--- config.mk ---
export PLATFORM = sky130hd
export DESIGN_NAME = ldm_stm_seq_flat
export DESIGN_NICKNAME = d
export VERILOG_FILES = /design/src/rtl/ldm_stm_seq_if.sv /design/src/rtl/ldm_stm_seq.sv /design/src/flat_wrapper.sv
export SDC_FILE = /design/constraint.sdc
export NUM_CORES = 1
export LEC_CHECK = 0
export CAP_MARGIN = 20
export CORE_MARGIN = 10
export CORE_UTILIZATION = 31
export DETAILED_ROUTE_END_ITERATION = 10
export GPL_TIMING_DRIVEN = 0
export PLACE_DENSITY = 0.51
export SETUP_SLACK_MARGIN = 0.02
export SYNTH_ARGS = -nofsm -noshare
export SYNTH_HDL_FRONTEND = slang
export SYNTH_SLANG_ARGS = --single-unit
--- constraint.sdc ---
create_clock -name i_clk -period 3.5 [get_ports i_clk]
set_clock_uncertainty 0.2 [all_clocks]
set_input_delay 1.05 -clock i_clk [delete_from_list [all_inputs] [get_ports i_clk]]
set_output_delay 1.05 -clock i_clk [all_outputs]
set_load 0.005 [all_outputs]
--- src/rtl/ldm_stm_seq_if.sv ---
// Memory-control beat bus between the LDM/STM sequencer (master) and the
// data-memory controller (slave).
interface ldm_stm_seq_if;
  logic        o_memctrl_vld;
  logic        o_memctrl_wr;
  logic [1:0]  o_memctrl_size;
  logic [31:0] o_memctrl_addr;
  logic [3:0]  o_rd_code;
  logic        i_mem_ready;

  modport master (
    output o_memctrl_vld, o_memctrl_wr, o_memctrl_size, o_memctrl_addr, o_rd_code,
    input  i_mem_ready
  );

  modport slave (
    input  o_memctrl_vld, o_memctrl_wr, o_memctrl_size, o_memctrl_addr, o_rd_code,
    output i_mem_ready
  );
endinterface

--- src/rtl/ldm_stm_seq.sv ---
// LDM/STM block-transfer sequencer: one memory beat per listed register,
// lowest register at lowest address, then a single-cycle base writeback.
module ldm_stm_seq (
  input  logic               i_clk,
  input  logic               i_rst,
  input  logic               i_start,
  input  logic [15:0]        i_reg_list,
  input  logic [31:0]        i_base,
  input  logic [3:0]         i_base_code,
  input  logic               i_load,
  input  logic               i_pre,
  input  logic               i_up,
  input  logic               i_wback,
  ldm_stm_seq_if.master      mem,
  output logic               o_busy,
  output logic               o_wb_en,
  output logic [3:0]         o_wb_code,
  output logic [31:0]        o_wb_reg,
  output logic               o_done
);

  localparam logic [1:0] S_IDLE   = 2'd0;
  localparam logic [1:0] S_XFER   = 2'd1;
  localparam logic [1:0] S_FINISH = 2'd2;

  function automatic logic [4:0] popcount16(input logic [15:0] v);
    logic [4:0] s;
    s = 5'd0;
    for (int i = 0; i < 16; i++) s = s + {4'd0, v[i]};
    return s;
  endfunction

  logic [1:0]  state_q, state_d;
  logic [15:0] list_q, list_d;
  logic [31:0] addr_q, addr_d;
  logic        load_q;
  logic [3:0]  base_code_q;
  logic [31:0] wb_reg_q;
  logic        wb_en_q;

  logic        accept;
  logic [4:0]  n_regs;
  logic [6:0]  four_n;
  logic [31:0] span;
  logic [31:0] start_addr;
  logic [31:0] final_base;
  logic [3:0]  low_idx;
  logic        xfer, fin;

  assign accept = (state_q == S_IDLE) && i_start;
  assign n_regs = popcount16(i_reg_list);
  assign four_n = {n_regs, 2'b00};
  assign span   = {25'd0, four_n};

  // Beats always ascend, so the decrementing modes start at the bottom of the block.
  always_comb begin
    case ({i_pre, i_up})
      2'b01:   start_addr = i_base;
      2'b11:   start_addr = i_base + 32'd4;
      2'b00:   start_addr = i_base - span + 32'd4;
      default: start_addr = i_base - span;
    endcase
  end

  assign final_base = i_up ? (i_base + span) : (i_base - span);

  always_comb begin
    low_idx = 4'd0;
    for (int i = 15; i >= 0; i--) begin
      if (list_q[i]) low_idx = 4'(i);
    end
  end

  always_comb begin
    state_d = state_q;
    list_d  = list_q;
    addr_d  = addr_q;
    case (state_q)
      S_IDLE: begin
        if (i_start) begin
          list_d  = i_reg_list;
          addr_d  = start_addr;
          state_d = (i_reg_list != 16'd0) ? S_XFER : S_FINISH;
        end
      end
      S_XFER: begin
        if (mem.i_mem_ready) begin
          list_d = list_q & (list_q - 16'd1);
          addr_d = addr_q + 32'd4;
          if (list_d == 16'd0) state_d = S_FINISH;
        end
      end
      S_FINISH: state_d = S_IDLE;
      default:  state_d = S_IDLE;
    endcase
  end

  always_ff @(posedge i_clk or posedge i_rst) begin
    if (i_rst) begin
      state_q <= S_IDLE;
      list_q  <= 16'd0;
    end else begin
      state_q <= state_d;
      list_q  <= list_d;
    end
  end

  // A load into the base register overrides the writeback.
  always_ff @(posedge i_clk) begin
    addr_q <= addr_d;
    if (accept) begin
      load_q      <= i_load;
      base_code_q <= i_base_code;
      wb_reg_q    <= final_base;
      wb_en_q     <= i_wback & ~(i_load & i_reg_list[i_base_code]);
    end
  end

  assign xfer = (state_q == S_XFER);
  assign fin  = (state_q == S_FINISH);

  assign o_busy             = (state_q != S_IDLE);
  assign mem.o_memctrl_vld  = xfer;
  assign mem.o_memctrl_wr   = xfer & ~load_q;
  assign mem.o_memctrl_size = xfer ? 2'b10 : 2'b00;
  assign mem.o_memctrl_addr = xfer ? addr_q : 32'd0;
  assign mem.o_rd_code      = xfer ? low_idx : 4'd0;
  assign o_done             = fin;
  assign o_wb_en            = fin & wb_en_q;
  assign o_wb_code          = fin ? base_code_q : 4'd0;
  assign o_wb_reg           = fin ? wb_reg_q : 32'd0;

endmodule
--- src/flat_wrapper.sv ---
// flat-port wrapper written by rule: the top's interface ports become plain ports
module ldm_stm_seq_flat 
  (i_clk, i_rst, i_start, i_reg_list, i_base, i_base_code, i_load, i_pre, i_up, i_wback, o_busy, o_wb_en, o_wb_code, o_wb_reg, o_done, mem_o_memctrl_vld, mem_o_memctrl_wr, mem_o_memctrl_size, mem_o_memctrl_addr, mem_o_rd_code, mem_i_mem_ready);
  ldm_stm_seq_if mem_i ();
  input  logic i_clk;
  input  logic i_rst;
  input  logic i_start;
  input  logic [15:0] i_reg_list;
  input  logic [31:0] i_base;
  input  logic [3:0] i_base_code;
  input  logic i_load;
  input  logic i_pre;
  input  logic i_up;
  input  logic i_wback;
  output logic o_busy;
  output logic o_wb_en;
  output logic [3:0] o_wb_code;
  output logic [31:0] o_wb_reg;
  output logic o_done;
  output wire logic [$bits(mem_i.o_memctrl_vld)-1:0] mem_o_memctrl_vld;
  output wire logic [$bits(mem_i.o_memctrl_wr)-1:0] mem_o_memctrl_wr;
  output wire logic [$bits(mem_i.o_memctrl_size)-1:0] mem_o_memctrl_size;
  output wire logic [$bits(mem_i.o_memctrl_addr)-1:0] mem_o_memctrl_addr;
  output wire logic [$bits(mem_i.o_rd_code)-1:0] mem_o_rd_code;
  input wire logic [$bits(mem_i.i_mem_ready)-1:0] mem_i_mem_ready;
  assign mem_o_memctrl_vld = mem_i.o_memctrl_vld;
  assign mem_o_memctrl_wr = mem_i.o_memctrl_wr;
  assign mem_o_memctrl_size = mem_i.o_memctrl_size;
  assign mem_o_memctrl_addr = mem_i.o_memctrl_addr;
  assign mem_o_rd_code = mem_i.o_rd_code;
  assign mem_i.i_mem_ready = mem_i_mem_ready;
  ldm_stm_seq u_core (.i_clk(i_clk), .i_rst(i_rst), .i_start(i_start), .i_reg_list(i_reg_list), .i_base(i_base), .i_base_code(i_base_code), .i_load(i_load), .i_pre(i_pre), .i_up(i_up), .i_wback(i_wback), .mem(mem_i), .o_busy(o_busy), .o_wb_en(o_wb_en), .o_wb_code(o_wb_code), .o_wb_reg(o_wb_reg), .o_done(o_done));
endmodule
# == Word level (Yosys, flattened, before mapping) ==
# Index checks and enable logic that the tools add are counted.
# totals
regBits,88
inputBits,60
out_inout_bits,79
wordCells,88
# classes
addsub,21
n_lt_le_gt_ge,1
n_eq_ne,7
n_mux,36
bitwise,7
n_reduce_logical,9
# ops
op,n
32-bit 2-to-1 mux,5
32-bit by 3-bit adder with 32-bit output (second input constant),3
32-bit one-hot mux with 3 select lines,1
4-bit 2-to-1 mux,18
5-bit by 1-bit adder with 5-bit output,14
32-bit one-hot mux with 2 select lines,1
32-bit by 7-bit adder with 32-bit output,1
16-bit 2-to-1 mux,2
16-bit one-hot mux with 2 select lines,1
32-bit by 7-bit subtractor with 32-bit output,1
16-bit bitwise AND,1
16-bit logical NOT,1
16-bit nonzero test,1
16-bit by 1-bit subtractor with 16-bit output (second input constant),1
2-bit 2-to-1 mux,5
2-bit inequality test (second input constant),3
3-bit AND reduction,2
4-bit by 5-bit less-than comparator with 1-bit output (second input constant),1
1-bit bitwise AND,4
1-bit binary-select mux with 4-bit select,1
2-bit by 1-bit == test with 1-bit output (second input constant),2
2-bit == test (second input constant),2
2-bit logical NOT,2
2-bit one-hot mux with 2 select lines,1
5 further kinds,7

# == Longest topological paths before layout ==
# Gate-level depths: netlist of run 1.
# depth
depth_word,20
ltp_mapped,27
mapped_depth_nobuf,26

# == Worst setup path before layout of run 1 ==
# No wires, ideal clock.
# synth_path
path_kind,input -> register
start,input port i_reg_list[0]
end,"register u_core.addr_q[25], data pin"
setup_ns,0.259
arrival_time_ns,7.025
t_required_ns,3.041
setup_slack_ns,-3.984
path_stages,21
path_buffers,2
path_cell_list,inv_1 ha_1 inv_1 fa_1 fa_1 fa_1 fa_1 fa_1 fa_1 xnor2_1 ha_1 clkbuf_1 or4_1 and4_1 o2111a_1 xnor2_2 or4_1 clkbuf_1 or4_1 nand3_1 a21oi_1
# synth_via
elab_chain_len,20
# synth_rtl
element,line_no,text
"start, declared",flat_wrapper.sv:8,input logic [15:0] i_reg_list;
1-bit by 1-bit adder with 2-bit output (*),ldm_stm_seq.sv:29,"for (int i = 0; i < 16; i++) s = s + {4'd0, v[i]};"
5-bit by 1-bit adder with 5-bit output (*) (14 in a row),ldm_stm_seq.sv:29,
32-bit by 7-bit subtractor with 32-bit output (*),"ldm_stm_seq.sv:60, ldm_stm_seq.sv:61",
32-bit by 3-bit adder with 32-bit output,ldm_stm_seq.sv:60,2'b00: start_addr = i_base - span + 32'd4;
32-bit one-hot mux with 3 select lines (*),ldm_stm_seq.sv:57,"case ({i_pre, i_up})"
32-bit 2-to-1 mux (*),ldm_stm_seq.sv:80,if (i_start) begin
32-bit one-hot mux with 2 select lines (*),ldm_stm_seq.sv:78,case (state_q)
named net u_core.addr_d[25],ldm_stm_seq.sv:35,"logic [31:0] addr_q, addr_d;"
"end signal, assigned",ldm_stm_seq.sv:110,addr_q <= addr_d;
"end, declared",ldm_stm_seq.sv:35,
# The timed path passes the listed nets; every way through them passes the cells marked *. The select of a mux whose other input is x is not followed.
# A chain may end at the register's enable or synchronous reset.

# == Worst setup path after layout of run 1 ==
# Ends and elaborated chain as after synthesis.

==> metrics.md, run 1 <==
| Metric | Value |
|---|---|
| Status | complete, but fails checks |
| Failing checks | setup timing |
| Max_slew headroom | 0.289 |
| Unrepaired setup endpoints after global routing | yes |
| Fin area | between 10,000 and 15,000 µm² |
| Worst R2R End | u_core.wb_reg_q[21] |
| Worst setup margin | -3.79 ns |
| Clk sink count | 88 |
| Antenna violations before repair | 1 |
| Final wirelength | 39.3 mm |
| Hold path startpoint | u_core.list_q[14] |
| Root buffer cell | clkbuf_16 |
| Port Buf Inserts | 123 |
| Avg Cell Area, Syn | 8.27 µm² |
| Fraction of registers with async set/reset | 0.205 |
| Main synth FF type | edfxtp_1 |
| Req. time, crit path | 3.41 ns |
| Die width | 191 µm |
| Least-Margin Pin Slew | 1.07 ns |
| Post-route clock period utilization | 2.08 |
| CP arrival | 7.20 ns |
| Fin nets | 1,419 |
| WHS Path Cells | 2 |
| Vias in the first global route | between 9,000 and 10,000 |
| Pre-CTS WS | -5.09 ns |
| R2R cell count | 6 |
| Final Hold Fails | 0 |
| CTS H-tree depth | 3 |
| CTS tree | built |
| LEAKAGE | 4.98 nW |
| Yosys warns | 0 |
| Tot GR Track Use | 0.207 |
| CP Launch Type | input port |
| Mapped Cells | 1,096 |
| Worst-Skew Late Latency | 0.37 ns |
| Routed len/inst | 22.9 µm |
| Critical R2R Launch | u_core.state_q[0] |
| Most frequent cells in the layout | clkdlybuf4s50_1, nand2_1, and2_1 |
| Layout overhead on the synthesized area | 48.6% |
| DP Cell Count | around 1,600 |
| Final core occ | 0.468 |
| Core ar. | 28,800 µm² |
| Synth cell types | 94 |
| Num ports | about 140 |
| Kind of critical path | in -> reg |
| DR pass1 iterations | 5 |
| Final Setup Violations | 60 |
| Placed cell area | 11,300 µm² |
| First-pass GRT wire length | 57.6 mm |
| Initial DRC Count | 825 |
| Reg2reg setup slack | 0.67 ns |
| Die area | between 30,000 and 40,000 µm² |
| Post-Syn Area | about 9100 µm² |
| Setup_tns | -181.17 ns |
| Grt ovf | 0 |
| Pwr Total | 9.82 mW |
| Clock buffer depth | 2 |
| Hpwl dp | 29.1 mm |
| Worst VDD drop | between 0.4 and 0.5 mV |
| Seq/Total Area, Yosys | 0.282 |
| Residual DRC | 0 |
| RePlAce Congestion | 0.932 |
| Post-synth EDFFs | 70 |
| Via count | 9,535 |
| Num rows | 62 |
| Hold EP | u_core.list_q[14] |
| Clock-pin transition on the worst setup and hold timing paths | 0.07 ns |
| HP Class | reg -> reg |
| Num CTS Buffers | 9 |
| Syn Nets | 1,191 |
| Max-cap violations | 0 |
| Largest net degree at the start of global routing | 34 |
| Cell Pwr Density | 730 nW/µm² |
| Peak Freq | between 0.1 and 0.15 GHz |
| CP Capture Type | flip-flop |
| WHS | 0.389 ns |
| Initial Utilization | 0.315 |
| Commonest non-fill, non-tap cell in the layout | clkdlybuf4s50_1 |
| Yosys reg bits | 88 |
| Share of cells above drive strength 1 | 0.287 |
| Via density | between 5 and 6 |
| Final Max Slew Viols | 0 |
| Crit path max fanout | 4 |
| Final Non-Filler Cells | approximately 1,700 |
| Post-route ant nets | 0 |
| Final worst path period need | 7.29 ns |
| Die Y | 191 µm |
-- critical path: stages --
cell,delay [ns]
buf_8,0.09
inv_6,0.03
ha_4,0.24
inv_2,0.03
fa_1,0.55
fa_2,0.45
fa_2,0.55
fa_1,0.42
fa_2,0.38
fa_2,0.38
nor2b_1,0.12
o21a_2,0.18
ha_4,0.22
buf_4,0.14
nor2b_2,0.26
nor2_1,0.15
nand3_1,0.26
a32o_1,0.28
nand3_1,0.14
or4_4,0.51
clkbuf_8,0.16
or4_1,0.41
nand3_2,0.10
a21oi_2,0.06
-- routing by layer --
layer / up-vias / global-route usage / routed length, µm
met1: 4655 / 0.289 / 18000
met2: 411 / 0.314 / 17200
met4: 0 / 0.0703 / 1020
met5: - / 0 / 0
li1: 4407 / - / -
met3: 62 / 0.0394 / 3050
-- worst max path at each step --
stage,cells past startpoint,from,endpoint,slack [ns]
floorplan,20,i_reg_list[1],u_core.addr_q[25],-3.76
global placement,24,i_reg_list[1],u_core.addr_q[25],-5.05
detailed placement,24,i_reg_list[1],u_core.addr_q[25],-5.09
CTS,22,i_reg_list[0],u_core.addr_q[29],-3.78
global route,24,i_reg_list[1],u_core.addr_q[25],-3.93
finish,24,i_reg_list[0],u_core.addr_q[25],-3.79
-- registers in the layout, indices dropped and copies added (netlist names) --
signal,count
u_core.addr_q,32
u_core.list_q,16
u_core.base_code_q,4
u_core.wb_reg_q,32
u_core.load_q,1
u_core.wb_en_q,1
u_core.state_q,2
-- cells by family after synthesis --
family | after synthesis | share of synthesized area
flip-flops | 88 | 0.282
other | 1 | 0.000414
buffers and inverters | 131 | 0.0682
AO/OA/AOI/OAI | 259 | 0.191
AND/OR/NAND/NOR | 455 | 0.268
multiplexers | 14 | 0.0224
XOR/XNOR | 112 | 0.109
adder cells (fa/ha/maj) | 36 | 0.0594
-- synthesized netlist by cell type, types with 11 or more instances --
library cell	n	share of area
clkbuf_1	51	0.021
a21oi_1	71	0.039
nor3_1	38	0.021
or3_1	12	0.0083
xor2_1	54	0.052
o22ai_1	13	0.0090
nand4_1	20	0.014
o21ai_0	49	0.027
nor4_1	15	0.010
a21o_1	11	0.0091
nor2_1	83	0.034
fa_1	12	0.027
ha_1	23	0.032
edfxtp_1	70	0.23
dfrtp_1	18	0.050
and2_1	76	0.052
o31ai_1	13	0.011
inv_1	50	0.021
xnor2_1	57	0.055
nand2_1	102	0.042
nand3_1	40	0.022
-- where the power goes --
group | switching, mW | internal, mW
logic | 3.38 | 3.40
registers | 0.362 | 1.64
clock network | 0.481 | 0.556
-- layout make-up --
cell class                 count  area (µm²)
buffer                        71         467
antenna                        2        5.00
fill                        2791       15300
inverter                      53         216
clock buffer                   9         225
timing repair buffer         224        2180
multi-input combinational    877        7260
tap                          384         480
clock inverter                 7        70.1
sequential                    88        2560
-- repair_timing --
item                       in CTS  in global routing
setup buffers                  59                 43
cloned                          0                  0
hold buffers                    0                  0
resized for setup             191                106
pin swaps                      66                 69
setup endpoints to repair     136                111
(Power assumes the default switching activity.)
==> inputs of run 2 (changes only) <==
TNS_END_PERCENT = 1   (was unset)
==> run 2 against run 1 <==
Effect of this change:
- the run still ends with setup timing left
- largest cell class unchanged
- sequential power fell by 2%
- worst hold slack got worse by 0.0032 ns
- first-iteration DRC count fell by 1.1%
- clock-buffer cell count rose by 1
- global-route usage fell by 0.38 points
- routed wire length fell by 3.9%
- via count fell by 3.9%
- clock power barely moved
- combinational power fell by 21%
- design area fell by 11%
==> metrics.md, run 2 (synthesis gave the netlist of run 1 again) <==
| Metric | Value |
|---|---|
| CTS H-tree depth | 3 |
| Num ports | 139 |
| Commonest non-fill, non-tap cell in the layout | clkdlybuf4s50_1 |
| CP Launch Type | input port |
| Die area | 36,500 µm² |
| Worst R2R End | u_core.state_q[0] |
| Failing checks | setup timing |
| Unrepaired setup endpoints after global routing | yes |
| Hold EP | u_core.list_q[3] |
| Crit path max fanout | 6 |
| Share of cells above drive strength 1 | 0.173 |
| Worst VDD drop | 0.443 mV |
| Worst-Skew Late Latency | roughly 0.37 ns |
| Fin nets | 1,344 |
| Root buffer cell | clkbuf_16 |
| Initial Utilization | 0.315 |
| Fin area | 12,000 µm² |
| Largest regs | u_core.addr_q x32, u_core.wb_reg_q x32, u_core.list_q x16 |
| WHS Path Cells | 2 |
| Sw Share | 0.448 |
| Peak Freq | 0.135 GHz |
| Via count | around 9,200 |
| Num CTS Buffers | 9 |
| Residual DRC | 0 |
| Hpwl dp | 28.6 mm |
| Least-Margin Pin Slew | between 1 and 1.5 ns |
| First-pass GRT wire length | 56.9 mm |
| DP Cell Count | between 1,500 and 2,000 |
| Clock buffer depth | 2 |
| Antenna violations before repair | 1 |
| Max-cap violations | 0 |
| Final wirelength | ~38 mm |
| Hold buffer count at cts | 0 |
| DR pass1 iterations | 8 |
| Psw | 3.73 mW |
| Num rows | 62 |
| Layout overhead on the synthesized area | 32.9% |
| R2R cell count | 7 |
| Post-route clock period utilization | 2.11 |
| Routed len/inst | roughly 23 µm |
| Post-route ant nets | 0 |
| Die width | 191 µm |
| Req. time, crit path | 3.40 ns |
| Worst setup margin | -3.89 ns |
| Final Hold Fails | 0 |
| CP arrival | 7.29 ns |
| Max_slew headroom | 0.310 |
| Final Non-Filler Cells | between 1,500 and 2,000 |
| Clock-pin transition on the worst setup and hold timing paths | 0.08 ns |
| Pwr Total | 8.34 mW |
| Final worst path period need | between 7 and 8 ns |
| Critical R2R Launch | u_core.list_q[3] |
| LEAKAGE | 4.24 nW |
| Port Buf Inserts | 123 |
| Placed cell area | roughly 11,000 µm² |
| Core ar. | roughly 29,000 µm² |
| Cell Pwr Density | 693 nW/µm² |
| Final Setup Violations | 83 |
| Tot GR Track Use | 0.204 |
| Reg2reg setup slack | roughly 0.61 ns |
| Sequential Power Share | 0.236 |
| Vias in the first global route | 8,884 |
| Grt ovf | 0 |
| Initial DRC Count | between 800 and 900 |
| Die Y | approximately 190 µm |
| Clock share of power | 0.125 |
| Final core occ | 0.418 |
| RePlAce Congestion | 0.989 |
| Final Max Slew Viols | 0 |
| Combinational Power Share | 0.639 |
| CP Capture Type | flip-flop |
| Status | complete, but fails checks |
| CTS tree | built |
| Hold path startpoint | u_core.list_q[3] |
| Fill cell count | 2,969 |
| Via density | 5.59 |
| Most frequent cells in the layout | clkdlybuf4s50_1, nand2_1, nor2_1, and2_1, edfxtp_1 |
| Clk sink count | 88 |
| Kind of critical path | in -> reg |
| Largest net degree at the start of global routing | 34 |
| Pint | 4.61 mW |
| HP Class | reg -> reg |
## run 2: metrics by stage
step / hold slack [ns] / setup WS (ns) / setup TNS (ns)
after CTS: 0.384 / -3.95 / -232.81
final: 0.386 / -3.89 / -182.41
after detailed placement: 0.366 / -5.34 / -281.49
after global routing: 0.431 / -4.05 / -195.60
after global placement: 0.360 / -5.38 / -382.17
after floorplan: 0.322 / -3.82 / -179.98
## run 2: how the worst max path moves through the flow
stage,start,to,depth (start not counted)
5_1_grt,i_reg_list[0],u_core.addr_q[29],23
2_1_floorplan,i_reg_list[0],u_core.addr_q[25],21
3_3_place_gp,i_reg_list[1],u_core.addr_q[17],21
3_5_place_dp,i_reg_list[0],u_core.addr_q[28],22
4_1_cts,i_reg_list[0],u_core.addr_q[27],21
6_report,i_reg_list[0],u_core.addr_q[29],23
## run 2: timing repair
| action | 4_1_cts | 5_1_grt |
|---|---|---|
| pin swaps | 33 | 26 |
| setup endpoints to repair | 131 | 138 |
| buffers inserted | 12 | 6 |
| gates resized for setup | 127 | 98 |
## run 2: cell type report
cell class / count / area (µm²) / share of cell area
inverters: 53 / 209 / 0.0174
repair buffers: 144 / 1440 / 0.120
clock buffers: 10 / 250 / 0.0208
flip-flops and latches: 88 / 2550 / 0.212
diodes: 1 / 2.50 / 0.000208
well taps: 384 / 480 / 0.0399
clock inverters: 6 / 47.5 / 0.00395
multi-input cells: 877 / 6570 / 0.546
plain buffers: 76 / 488 / 0.0405
## run 2: power by group through the flow
stage,Sequential [mW],Combinational (mW),Clock [mW]
3_3_place_gp,1.98,4.71,0
3_5_place_dp,1.98,4.75,0
5_1_grt,2.02,5.86,1.10
4_1_cts,1.96,5.05,1.05
2_1_floorplan,1.88,2.97,0
6_report,1.97,5.33,1.04
## run 2: critical path, stage by stage
cell       delay, ns
buf_8           0.09
inv_6           0.03
ha_4            0.25
inv_2           0.03
fa_1            0.46
fa_2            0.54
fa_1            0.43
fa_1            0.46
fa_2            0.38
fa_2            0.43
nor2b_2         0.12
o21a_2          0.16
buf_6           0.11
ha_4            0.21
or4_4           0.56
and2_4          0.21
a41o_1          0.23
a22o_2          0.24
nor4b_4         0.38
nand4bb_4       0.26
or3_4           0.40
xor2_2          0.18
o31ai_2         0.07
## run 2: metal layers
metal,GRT usage,share of wire,vias to the layer above
li1,-,-,4263
met1,0.289,0.47,4478
met2,0.308,0.44,374
met3,0.0441,0.078,46
met4,0.0445,0.016,0
met5,0,0,-
==> inputs of run 3 (changes only) <==
CORE_MARGIN = unset   (was 10)
==> run 3 against run 2 <==
Effect of this change:
- the run still ends with setup timing left
- die area fell by 18%
- via count decreased by 0.68%
- critical path depth unchanged
- fmax is 0.49% higher
- largest power group unchanged
- critical endpoint unchanged
- sequential share of layout area is essentially flat
- cell count unchanged
- global-route usage increased by 3.7 points
==> metrics.md, run 3 (synthesis gave the netlist of run 1 again) <==
| Metric | Value |
|---|---|
| Num rows | 62 |
| WHS Path Cells | 1 |
| Final wirelength | 36.0 mm |
| HP Class | reg -> reg |
| Combinational Power Share | 0.638 |
| Max-cap violations | 0 |
| Clock share of power | 0.124 |
| Final Setup Violations | 62 |
| Post-route clock period utilization | 2.10 |
| Fill cell count | just under 3,000 |
| Crit path max fanout | 6 |
| Antenna violations before repair | 1 |
| Req. time, crit path | 3.41 ns |
| Residual DRC | 0 |
| R2R cell count | 8 |
| Cell Pwr Density | 687 nW/µm² |
| CP Capture Type | flip-flop |
| Critical R2R Launch | u_core.addr_q[4] |
| Final worst path period need | 7.35 ns |
| Commonest non-fill, non-tap cell in the layout | clkdlybuf4s50_1 |
| Root buffer cell | clkbuf_16 |
| Vias in the first global route | 8,669 |
| Clock buffer depth | 2 |
| Most frequent cells in the layout | clkdlybuf4s50_1, nand2_1, nor2_1 |
| Num ports | 139 |
| RePlAce Congestion | 0.936 |
| First-pass GRT wire length | 54.6 mm |
| Sw Share | 0.446 |
| Via density | between 5 and 6 |
| Reg2reg setup slack | approximately 0.75 ns |
| Fin nets | 1,344 |
| Pre-CTS WS | -5.35 ns |
| Least-Margin Pin Slew | ~1 ns |
| Hold path startpoint | u_core.list_q[2] |
| Clk sink count | 88 |
| Layout overhead on the synthesized area | 32.6% |
| Num CTS Buffers | 9 |
| Final Max Slew Viols | 0 |
| Via count | ~9,000 |
| DR pass1 iterations | 5 |
| Placed cell area | 10,900 µm² |
| Die width | 173 µm |
| Largest regs | u_core.addr_q x32, u_core.wb_reg_q x32, u_core.list_q x16 |
| CTS tree | built |
| Routed len/inst | 22.0 µm |
| Failing checks | setup timing |
| LEAKAGE | 4.23 nW |
| Worst R2R End | u_core.addr_q[31] |
| Die Y | about 170 µm |
| CP Launch Type | input port |
| Worst-Skew Late Latency | around 0.37 ns |
| Clock-pin transition on the worst setup and hold timing paths | 0.08 ns |
| Hpwl dp | between 20 and 30 mm |
| Final core occ | 0.419 |
| CP arrival | between 7 and 8 ns |
| Kind of critical path | in -> reg |
| Largest net degree at the start of global routing | 32 |
| Final Hold Fails | 0 |
| Worst VDD drop | 0.423 mV |
| Unrepaired setup endpoints after global routing | yes |
| Pwr Total | 8.26 mW |
| Post-route ant nets | 0 |
| Max_slew headroom | 0.347 |
| Share of cells above drive strength 1 | 0.179 |
| Initial DRC Count | 817 |
| Port Buf Inserts | 123 |
| Peak Freq | roughly 0.14 GHz |
| Hold EP | u_core.list_q[2] |
| Grt ovf | 0 |
| Psw | approximately 3.7 mW |
| Fin area | 12,000 µm² |
| Sequential Power Share | 0.239 |
| Die area | 29,900 µm² |
| Status | complete, but fails checks |
| Pint | 4.57 mW |
| Worst setup margin | -3.85 ns |
| Core ar. | between 20,000 and 30,000 µm² |
| CTS H-tree depth | 3 |
| Tot GR Track Use | 0.240 |
| Initial Utilization | 0.316 |
| Hold buffer count at cts | 0 |
run 3: changes by cell type in the layout (fill, tap and decap cells not counted), sizes merged:
cell,change
dlymetal6s2s,-1
buf,-2
clkbuf,+2
clkinvlp,+1
run 3: cell type report:
type | count | area (µm²) | share of cell area
buffer | 75 | 493 | 0.0410
clock buffer | 9 | 225 | 0.0187
sequential | 88 | 2550 | 0.212
timing repair buffer | 145 | 1440 | 0.120
multi-input combinational | 877 | 6550 | 0.545
tap | 384 | 480 | 0.0400
clock inverter | 7 | 72.6 | 0.00604
inverter | 53 | 209 | 0.0174
antenna | 1 | 2.50 | 0.000208
run 3: power by group through the flow:
stage	combinational, mW	clock, mW	sequential [mW]
finish	5.27	1.02	1.97
global route	5.77	1.07	2.02
CTS	5.09	1.05	1.96
detailed placement	4.71	0	1.97
global placement	4.65	0	1.97
floorplan	2.97	0	1.88
run 3: critical path, stage by stage:
cell and delay (ns):
buf_8 0.08, inv_4 0.03, ha_4 0.25, inv_2 0.03, fa_1 0.48, fa_2 0.50, fa_2 0.55, fa_2 0.43
fa_2 0.37, fa_2 0.38, nor2b_1 0.13, o21a_2 0.18, buf_12 0.11, ha_4 0.20, or4_4 0.55, and2_4 0.18
a41o_1 0.23, a22o_4 0.25, nor4b_4 0.36, nand4bb_4 0.24, or3_4 0.43, xor2_2 0.18, o31ai_2 0.07
run 3: worst max-delay path by stage:
stage / start / end / slack, ns / depth (start not counted)
after CTS: i_reg_list[0] / u_core.addr_q[29] / -3.92 / 23
after detailed placement: i_reg_list[1] / u_core.addr_q[11] / -5.35 / 22
after global placement: i_reg_list[1] / u_core.addr_q[11] / -5.39 / 22
after global routing: i_reg_list[0] / u_core.addr_q[28] / -4.00 / 24
after floorplan: i_reg_list[0] / u_core.addr_q[25] / -3.82 / 21
final: i_reg_list[0] / u_core.addr_q[29] / -3.85 / 23
run 3: per-layer routing:
| metal | up-vias | global-route usage | wire length [µm] |
|---|---|---|---|
| met5 | - | 0 | 0 |
| met4 | 0 | 0.0642 | 753 |
| met3 | 45 | 0.0468 | 2620 |
| met2 | 399 | 0.354 | 15400 |
| met1 | 4402 | 0.355 | 17300 |
| li1 | 4253 | - | - |
run 3: repair_timing:
item                                    4_1_cts  5_1_grt
setup buffers                                15        5
gates resized for setup                     162       50
pin swaps                                    40       29
endpoints found under the setup margin      136      118
run 3: metrics by stage:
step                hold slack, ns  setup TNS (ns)  cells
floorplan                    0.322         -179.98   1096
global placement             0.362         -374.42   1603
detailed placement           0.367         -277.36   1605
CTS                          0.404         -186.04   1635
global route                 0.452         -191.65   1639
finish                       0.412         -181.06   1639
